<file path="src/rtl/genesis_pad_poller.sv">
// Genesis 3-button pad poller: drives SEL through eight settle phases per poll,
// samples two data words, validates them and publishes the decoded buttons.
module genesis_pad_poller #(
  parameter int unsigned SETTLE      = 16,
  parameter int unsigned POLL_PERIOD = 50000
) (
  input  logic       clk,
  input  logic       rst_n,
  input  logic       enable,
  input  logic [5:0] pins,
  output logic       sel,
  output logic [7:0] buttons,
  output logic [7:0] pressed,
  output logic       valid,
  output logic       err,
  output logic       busy
);

  localparam int unsigned SW = $clog2(SETTLE);
  localparam int unsigned PW = $clog2(POLL_PERIOD);
  localparam logic [SW-1:0] SETTLE_LAST = SW'(SETTLE - 1);
  localparam logic [PW-1:0] PERIOD_LOAD = PW'(POLL_PERIOD - 1);

  typedef enum logic [1:0] {IDLE, RUN, DONE} state_t;

  state_t        state_q, state_d;
  logic [2:0]    phase_q, phase_d;
  logic [SW-1:0] settle_q, settle_d;
  logic [PW-1:0] period_q, period_d;
  logic [5:0]    sync1_q, sync2_q;
  logic [5:0]    word_a_q, word_a_d;
  logic [5:0]    word_b_q, word_b_d;
  logic          sel_q, sel_d;
  logic [7:0]    buttons_q, buttons_d;
  logic [7:0]    pressed_q, pressed_d;
  logic          valid_q, valid_d;
  logic          err_q, err_d;
  logic          busy_q, busy_d;
  logic [7:0]    decoded;
  logic          consistent;

  // Two-flop synchronizer; idle level of the pad lines is all ones.
  always_ff @(posedge clk or negedge rst_n) begin
    if (!rst_n) begin
      sync1_q <= '1;
      sync2_q <= '1;
    end else begin
      sync1_q <= pins;
      sync2_q <= sync1_q;
    end
  end

  // State and datapath registers.
  always_ff @(posedge clk or negedge rst_n) begin
    if (!rst_n) begin
      state_q   <= IDLE;
      phase_q   <= '0;
      settle_q  <= '0;
      period_q  <= '0;
      word_a_q  <= '1;
      word_b_q  <= '1;
      sel_q     <= 1'b0;
      buttons_q <= '0;
      pressed_q <= '0;
      valid_q   <= 1'b0;
      err_q     <= 1'b0;
      busy_q    <= 1'b0;
    end else begin
      state_q   <= state_d;
      phase_q   <= phase_d;
      settle_q  <= settle_d;
      period_q  <= period_d;
      word_a_q  <= word_a_d;
      word_b_q  <= word_b_d;
      sel_q     <= sel_d;
      buttons_q <= buttons_d;
      pressed_q <= pressed_d;
      valid_q   <= valid_d;
      err_q     <= err_d;
      busy_q    <= busy_d;
    end
  end

  // Decode the captured words (active-low) into {st,c,b,a,rg,lf,dw,up}.
  always_comb begin
    decoded    = ~{word_a_q[0], word_b_q[0], word_b_q[1], word_a_q[1],
                   word_b_q[2], word_b_q[3], word_b_q[4], word_b_q[5]};
    consistent = (word_a_q[5:4] == word_b_q[5:4]) && (word_a_q[3:2] == 2'b11);
  end

  // Next-state logic: poll sequencing, phase timing, capture and result update.
  always_comb begin
    state_d   = state_q;
    phase_d   = phase_q;
    settle_d  = settle_q;
    period_d  = (period_q == '0) ? '0 : period_q - PW'(1);
    word_a_d  = word_a_q;
    word_b_d  = word_b_q;
    buttons_d = buttons_q;
    pressed_d = '0;
    valid_d   = 1'b0;
    err_d     = 1'b0;

    case (state_q)
      IDLE: begin
        if ((period_q == '0) && enable) begin
          state_d  = RUN;
          phase_d  = 3'd0;
          settle_d = '0;
          period_d = PERIOD_LOAD;
        end
      end
      RUN: begin
        if (settle_q == SETTLE_LAST) begin
          settle_d = '0;
          phase_d  = phase_q + 3'd1;
          if (phase_q == 3'd0) word_a_d = sync2_q;
          if (phase_q == 3'd1) word_b_d = sync2_q;
          if (phase_q == 3'd7) state_d = DONE;
        end else begin
          settle_d = settle_q + SW'(1);
        end
      end
      DONE: begin
        state_d = IDLE;
        phase_d = 3'd0;
        if (consistent) begin
          buttons_d = decoded;
          pressed_d = decoded & ~buttons_q;
          valid_d   = 1'b1;
        end else begin
          err_d     = 1'b1;
        end
      end
      default: begin
        state_d = IDLE;
        phase_d = 3'd0;
      end
    endcase

    sel_d  = (state_d == RUN) && phase_d[0];
    busy_d = (state_d != IDLE);
  end

  assign sel     = sel_q;
  assign buttons = buttons_q;
  assign pressed = pressed_q;
  assign valid   = valid_q;
  assign err     = err_q;
  assign busy    = busy_q;

endmodule

</file>
<file path="config.mk">
export PLATFORM = sky130hd
export DESIGN_NAME = genesis_pad_poller
export DESIGN_NICKNAME = d
export VERILOG_FILES = /design/src/rtl/genesis_pad_poller.sv
export SDC_FILE = /design/constraint.sdc
export NUM_CORES = 1
export LEC_CHECK = 0
export BUFFER_PORTS_ARGS = -buffer_cell sky130_fd_sc_hd__buf_2
export CAP_MARGIN = 20
export CORE_MARGIN = 2
export CORE_UTILIZATION = 40
export CTS_CLUSTER_DIAMETER = 60
export CTS_CLUSTER_SIZE = 12
export DETAILED_ROUTE_END_ITERATION = 10
export PLACE_DENSITY_LB_ADDON = 0.3
export SYNTH_ARGS = -nofsm -noshare
export SYNTH_HDL_FRONTEND = slang
export SYNTH_SLANG_ARGS = --single-unit
export TNS_END_PERCENT = 100
</file>
<file path="constraint.sdc">
create_clock -name clk -period 3 [get_ports clk]
set_clock_uncertainty 0.15 [all_clocks]
set_input_delay 0.6 -clock clk [delete_from_list [all_inputs] [get_ports clk]]
set_output_delay 0.6 -clock clk [all_outputs]
set_load 0.01 [all_outputs]
</file>
## Word level (Yosys, flattened, before mapping)

Cells that the tools add are included.

- Bitwise logic cells: 3
- Shifts and indexed selects: 0
- Add/subtract/negate cells: 3
- Eq/ne operators: 10
- $lt $le $gt $ge: 0
- Muxes and demuxes: 19
- Multiply operators: 0
- Reduce and logical (&&, ||, !) cells: 13
- Divide/modulo/power cells: 0

Operator list:

| operator | number |
|---|---|
| $mux 16 | 3 |
| $logic_not 16->1 | 1 |
| $mux 8 | 2 |
| $not 8->8 | 2 |
| $sub 16x1->16 const B | 1 |
| $and 8x8->8 | 1 |
| $mux 4 | 2 |
| $pmux 4 s2 | 1 |
| $mux 2 | 3 |
| $mux 3 | 2 |
| $pmux 3 s2 | 1 |
| $reduce_and 2->1 | 3 |
| $reduce_and 3->1 | 2 |
| $add 4x1->4 const B | 1 |
| $eq 2x1->1 const B | 2 |
| $eq 2x2->1 const B | 2 |
| $eq 4x4->1 const B | 1 |
| $mux 1 | 4 |
| $ne 2x2->1 const B | 2 |
| $pmux 2 s2 | 1 |
| $reduce_bool 2->1 | 2 |
| $add 3x1->3 const B | 1 |
| $eq 3x1->1 const B | 1 |
| $eq 3x3->1 const B | 1 |
| other kinds (4) | 6 |

- Input bits: 9
- Bits in registers: 69
- Bits in writable memories: 0
- Bits in latches: 0
- Output and inout port bits: 20
- Memories kept: 0
- ROM bits: 0

## Longest topological paths before layout

Gate-level depths: netlist of the first run.

- Word-level depth: 6
- Mapped depth: 7
- Depth with buffers taken out: 7

## Worst setup path after synthesis of the first run

OpenSTA, ideal clock, no wires.

- Path kind: reg2reg
- Start: register settle_q[0]
- End: register word_a_q[0]
- Stages on the path, launching flop included: 7
- Data required time: 2768 ps
- Slack: 1091 ps
- Clock period less this slack: 1909 ps
- Library setup time: 82 ps
- Arrival time: 1677 ps
- Path through: dfrtp_1 ha_1 nand3_1 nor3_1 and2_1 clkbuf_1 mux2_2

- Longest elaborated chain between the ends: 2

RTL lines:

| what | RTL line | RTL |
|---|---|---|
| from (decl) | 28 | `logic [SW-1:0] settle_q, settle_d;` |
| from (signal assigned) | 71 | `settle_q <= settle_d;` |
| $eq 4x4->1 | 114 | `if (settle_q == SETTLE_LAST) begin` |
| $reduce_and 3->1 (no source line) | -- |  |
| to (signal assigned) | 73 | `word_a_q <= word_a_d;` |
| to (decl) | 31 | `logic [5:0] word_a_q, word_a_d;` |

No other way between the ends.
A chain may end at the register's enable or synchronous reset.

## Worst setup path in the final report of the first run

- Start: register period_q[2]
- End: register period_q[0]

- Longest elaborated chain between the ends: 4
- Elaborated cells on any way between the ends: 5
- Those cells by class: mux: 3; reduce/logical: 2

RTL lines:

| what | RTL line | RTL |
|---|---|---|
| from (decl) | 29 | `logic [PW-1:0] period_q, period_d;` |
| from (signal assigned) | 72 | `period_q <= period_d;` |
| $logic_not 16->1 * | 96, 106 |  |
| $mux 16 / $logic_and 1x1->1 (equally long branches) | 96, 106 |  |
| $mux 16 | 106 | `if ((period_q == '0) && enable) begin` |
| $mux 16 * | 104 | `case (state_q)` |
| named net period_d[0] | 29 |  |

Mark *: on every way through the listed nets, which the timed path passes. The rest lies on a longest branch.

==> flow_metrics.tcl, run 1 <==
set metrics [dict create \
    area_growth_pct 14.0 \
    worst_slew_pin_slew_ns 0.842 \
    yosysWarnings 0 \
    path_max_fanout 12 \
    grt_util_all_layers_pct 14.2 \
    antennaDiodeCount 0 \
    fill_cells 649 \
    cp.arrival_ns 2.32 \
    cts.sinks 69 \
    drt.antenna.violating_nets 0 \
    cts_buffer_depth 2 \
    synthSimpleGateAreaFrac_pct 16.0 \
    cts.repair.resized 0 \
    grt_pass1_wl_um 8230 \
    crit_type "reg -> reg" \
    setup_viol_count_final 0 \
    gp_congestion 0.754 \
    rsz0062_at_grt "no" \
    synth-main-ff-cell "dfrtp_1" \
    finalInstanceArea_sq_um 3260 \
    hold_class "in -> reg" \
    synth_xor_area_share_pct 4.29 \
    crit_required_ns 3.06 \
    core_area_sq_um 6870 \
    final_max_slew_viol_count 0 \
    start_util_pct 41.6 \
    dp_hpwl_um 3190 \
    syn_area_per_cell_sq_um 12.3 \
    fin_nets 282 \
    synth_top_family_by_area "simple AND/OR/NAND/NOR gates" \
    drive_gt1_share_pct 33.2 \
    drtIter0Drc 71 \
    synth-seq-cells 69 \
    slew-limit-headroom_pct 43.8 \
    dieArea_sq_um 7840 \
    tns_ns 0 \
    cts_hold_buf 0 \
    wirelength_um 4900 \
    leakagePower_nw 1.48 \
    fmaxAchievable_mhz 443 \
    io_buffers 28 \
    clk_pin_slew_ns 0.07 \
    die_w_um 88.6 \
    cp-end-kind "register" \
    overflow 0 \
    multi_input_area_sq_um 1040 \
    io_pins 29 \
    syn_area_sq_um 2860 \
    irDropWorstVdd_mv 0.219 \
    clock-root-buffer "clkbuf_8" \
    grt_pass1_vias 1774 \
    synthMuxAreaShare_pct 5.51 \
    synth_compound_area_share_pct 7.61 \
    start_kind "register" \
    async_flop_share_pct 100 \
    status "completed" \
    synth_cells 232 \
    drc_errors 0 \
    synthesis.nets 248 \
    die_h_um 88.6 \
    wl_per_cell_um 13.4 \
    drv_cap 0 \
    yosys.area.top_type "dfrtp_1" \
    vias 1789 \
    synth_top_area_share_pct 39.4 \
    postPlaceCellArea_sq_um 3100 \
    ys_types 44 \
    worstSkewPairLatency_ns 0.34 \
    grt_max_degree 70 \
    timing.final.crit_period_ns 2.26 \
    row_count 30 \
    p_per_area_nw_per_um2 491 \
    antenna_found_initial 0 \
    power_mw 1.60 \
    layout.area.seq_sq_um 1760 \
    synth_edf_count 0 \
    cts_tree "built" \
    fin_crit_sh_pct 75.3 \
    firstDrtPassIters 4 \
    htreeDepth 3 \
    cts_made_buffers 9 \
    finalHoldViolCount 0 \
    fin_util_pct 47.5 \
    post_synth_main_area_contributors "dfrtp_1 39%, dfstp_2 22%, mux2_2 5.5%" \
    yosysSeqAreaShare_pct 61.4 \
    synth_fa_ha_area_share_pct 3.06 \
    post_cts_buffers 0 \
    viasPerCell 4.87 \
]
-- per-layer routing --
layer,vias up,routed length [um],global-route usage [%]
met1,875,2370,18.8
li1,876,-,-
met5,-,0,0
met4,0,117,7.85
met2,28,2230,20.7
met3,10,186,4.48
-- flip-flops by register name (all words and copies together), names as in the netlist --
signal	cells
period_q	16
buttons	8
pressed	8
sync1_q	6
sync2_q	6
word_a_q	6
word_b_q	6
settle_q	4
phase_q	3
state_q	2
busy	1
err	1
sel	1
valid	1
-- synth_stat cells, drive strengths merged, types with 2 or more instances --
cell    instances
xor2            9
a22oi           3
nor4            3
inv             7
mux2           14
and2            4
ha              7
nand4           4
dfstp          24
o31ai           2
or2             2
and3            2
o21ai          14
nor3           11
nand4b          3
nor2           17
nand3           4
nand2          14
clkbuf          6
nor3b           3
dfrtp          45
nor2b           3
a21oi          11
or3b            2
xnor2           5
-- cell usage in the layout, fill, tap and decap left out, types with 2 or more instances in the layout --
master,Yosys,layout
and3_1,2,2
nor4_4,2,2
nor2b_1,3,3
o31ai_1,2,2
buf_2,0,28
clkinvlp_4,0,2
nor3b_1,2,2
nand4_1,4,4
ha_1,7,7
xnor2_1,5,5
nand4b_1,2,2
mux2_2,14,14
nand3_1,4,4
clkbuf_1,6,3
xor2_1,9,9
nor2_1,17,17
a22oi_1,3,3
nor3_1,11,11
nand2_1,13,13
dfrtp_1,45,45
clkinv_2,0,2
and2_1,4,4
o21ai_0,14,14
a21oi_1,11,11
clkbuf_8,0,9
dfstp_2,24,24
inv_1,7,7
buf_4,0,2
-- per-stage QoR --
step	hold slack (ns)	setup WS, ns	cells
detailed placement	0.197	0.739	351
CTS	0.178	0.728	367
floorplan	0.154	1.09	232
global placement	0.196	0.802	351
global route	0.181	0.512	367
finish	0.198	0.741	367
-- cell type report --
class / count / share of cell area (%)
Clock buffer: 12 / 4.14
Timing Repair Buffer: 30 / 4.76
Clock inverter: 4 / 0.767
Inverter: 7 / 0.806
Multi-Input combinational cell: 149 / 32.0
Sequential cell: 69 / 53.9
Tap cell: 96 / 3.68
-- worst paths after layout --
kind	start	to	slack [ns]	depth (start not counted)
max reg2reg	period_q[2]	period_q[0]	0.74	4
min	pins[3]	sync1_q[3]	0.20	1
max	period_q[2]	period_q[0]	0.74	4
max in group asynchronous	rst_n	buttons[4]	1.86	2
min in group asynchronous	rst_n	period_q[5]	0.28	2
min reg2reg	sync1_q[5]	sync2_q[5]	0.21	0
-- critical path, cell delays in order, from the launching register on --
cell and delay [ns]:
dfrtp_1 0.45, nor4_4 0.65, nand4b_2 0.26, nor3b_2 0.48, o21ai_0 0.14
-- report_power, final --
group / leakage [nW] / internal (mW) / switching [mW]
combinational: 0.580 / 0.00514 / 0.0191
sequential: 0.828 / 0.946 / 0.00337
clock: 0.0764 / 0.297 / 0.332
total: 1.48 / 1.25 / 0.354
-- cell families (layout without fill, tap and decap cells) --
| family | Yosys count | in the layout |
|---|---|---|
| buf+inv | 14 | 53 |
| xor+xnor | 14 | 14 |
| fa+ha+maj | 7 | 7 |
| compound gates | 37 | 37 |
| flops | 69 | 69 |
| mux | 14 | 14 |
| simple gates | 77 | 77 |
No activity file was read; power rests on OpenSTA's default activity.
==> run 2, diff against run 1 <==
==> constraint.sdc (replaced) <==
create_clock -name clk -period 2.1 [get_ports clk]
set_clock_uncertainty 0.15 [all_clocks]
set_input_delay 0.42 -clock clk [delete_from_list [all_inputs] [get_ports clk]]
set_output_delay 0.42 -clock clk [all_outputs]
set_load 0.01 [all_outputs]
==> run 2 against run 1 <==
  * Sequential cell count unchanged
  * Non-clock buffer count is 13 higher
  * Final cell count grew 3.5%
  * Clock-buffer cell count shrank 3
  * Hold slack got worse by 0.17 ns
  * Global-route usage grew 0.42 points
  * Sequential power up 43%
  * Via count up 3.0%
  * Core utilization rose by 2.1 points
  * Critical path type unchanged
  * Largest cell class unchanged
  * Largest power group unchanged
==> flow_metrics.tcl, run 2 (synthesis results as in run 1) <==
set metrics [dict create \
    cts_made_buffers 9 \
    leakagePower_nw 1.56 \
    r2r_slack_ns 0.13 \
    tns_ns 0 \
    most-common-layout-cells "45 x dfrtp_1, 28 x buf_2, 24 x dfstp_2" \
    drtIter0Drc 108 \
    cts.repair.resized 0 \
    viasPerCell 4.85 \
    setup_viol_count_final 0 \
    cp-end-kind "register" \
    worst_slew_pin_slew_ns 0.518 \
    cp.arrival_ns 2.07 \
    path_buf_inv 1 \
    status "completed" \
    layout_commonest_cell "dfrtp_1" \
    io_buffers 28 \
    grt_max_degree 29 \
    finalHoldViolCount 0 \
    drt.antenna.violating_nets 0 \
    drive_gt1_share_pct 36.6 \
    power_frac_seq_pct 58.1 \
    antennaDiodeCount 0 \
    worstSkewPairLatency_ns 0.34 \
    reg2reg_depth 5 \
    largest_register_ffs 16 \
    pwr-share-clk_pct 40.0 \
    drv_cap 0 \
    min_to "sync1_q[3]" \
    io_pins 29 \
    fin_nets 295 \
    timing.final.crit_period_ns 1.97 \
    fmaxAchievable_mhz 508 \
    irDropWorstVdd_mv 0.374 \
    power_switching_mw 0.540 \
    fin_crit_sh_pct 93.8 \
    slowest_delay_ns 0.45 \
    clk_pin_slew_ns 0.07 \
    wirelength_um 5130 \
    layout.area.seq_sq_um 1760 \
    area_growth_pct 19.0 \
    hold_class "in -> reg" \
    p_per_area_nw_per_um2 686 \
    vias 1843 \
    clock-root-buffer "clkbuf_8" \
    cpMaxStageDelayCell "dfrtp_1" \
    firstDrtPassIters 4 \
    antenna_found_initial 0 \
    worstHoldStart "pins[3]" \
    final_max_slew_viol_count 0 \
    grt_pass1_vias 1834 \
    multi_input_area_sq_um 1040 \
    cts_hold_buf 2 \
    gp_congestion 0.790 \
    drc_errors 0 \
    dp_hpwl_um 3570 \
    rsz0062_at_grt "no" \
    cts.sinks 69 \
    crit_type "reg -> reg" \
    post_cts_buffers 0 \
    dieArea_sq_um 7840 \
    grt_util_all_layers_pct 14.6 \
    p_int_mw 1.80 \
    core_area_sq_um 6870 \
    htreeDepth 3 \
    slew-limit-headroom_pct 65.4 \
    wl_per_cell_um 13.5 \
    switching_share_pct 23.1 \
    row_count 30 \
    path_max_fanout 12 \
    r2r_end "period_q[2]" \
    power_frac_comb_pct 2.0 \
    min_path_cells 1 \
    overflow 0 \
    power_mw 2.33 \
    start_util_pct 41.6 \
    grt_pass1_wl_um 8630 \
    crit_chain "nor4_4, buf_4, nand4b_2, or3b_4, a21oi_1" \
    regMostFlops "period_q" \
    critPathTopFamily "simple AND/OR/NAND/NOR gates" \
    crit_required_ns 2.20 \
    reg2reg_from "period_q[2]" \
    fill_cells 631 \
    die_w_um 88.6 \
    cts_tree "built" \
    cts_buffer_depth 2 \
    start_kind "register" \
    die_h_um 88.6 \
]
run 2: metrics by stage:
step	utilization (%)	hold WS [ns]	std cells	worst slack [ns]	cell area, sq um
after floorplan	-	-0.0256	232	0.191	2860
after global placement	46.7	0.196	362	0.185	3210
after detailed placement	46.7	0.197	362	0.156	3210
after CTS	49.5	0.00887	380	0.138	3400
after global routing	49.5	0.00358	380	0.0429	3400
final	49.5	0.0303	380	0.131	3400
run 2: worst max-delay path by stage:
| stage | startpoint | end | slack, ns | cells after the start |
|---|---|---|---|---|
| 2_1_floorplan | settle_q[0] | word_a_q[0] | 0.19 | 6 |
| 3_3_place_gp | period_q[0] | period_q[14] | 0.19 | 6 |
| 3_5_place_dp | settle_q[0] | word_a_q[2] | 0.16 | 5 |
| 4_1_cts | settle_q[0] | word_a_q[4] | 0.14 | 5 |
| 5_1_grt | period_q[0] | settle_q[0] | 0.04 | 7 |
| 6_report | period_q[2] | period_q[2] | 0.13 | 5 |
run 2: worst reg2reg max path: cells and delay by family, from the launching register on:
kind | cells | cell delay (ns)
flip-flops | 1 | 0.45
buffers and inverters | 1 | 0.23
AND/OR/NAND/NOR | 3 | 0.90
AO/OA/AOI/OAI | 1 | 0.16
run 2: area by class of cell:
cell class | instances | share of cell area (%)
Timing Repair Buffer | 43 | 8.31
Clock buffer | 9 | 3.64
Multi-Input combinational cell | 149 | 30.7
Clock inverter | 7 | 1.47
Sequential cell | 69 | 51.6
Tap cell | 96 | 3.53
Inverter | 7 | 0.772
run 2: power groups by stage:
stage	logic (mW)	clock network [mW]	registers [mW]
global placement	0.0451	0	1.38
global route	0.0528	1.02	1.36
CTS	0.0482	0.971	1.36
finish	0.0457	0.934	1.36
detailed placement	0.0455	0	1.38
floorplan	0.00160	0	1.38
run 2: routing by layer:
layer	wire [um]	global-route usage [%]	vias to the layer above
li1	-	-	911
met1	2380	19.0	899
met5	0	0	-
met4	29	5.79	0
met3	183	4.57	4
met2	2540	22.8	29
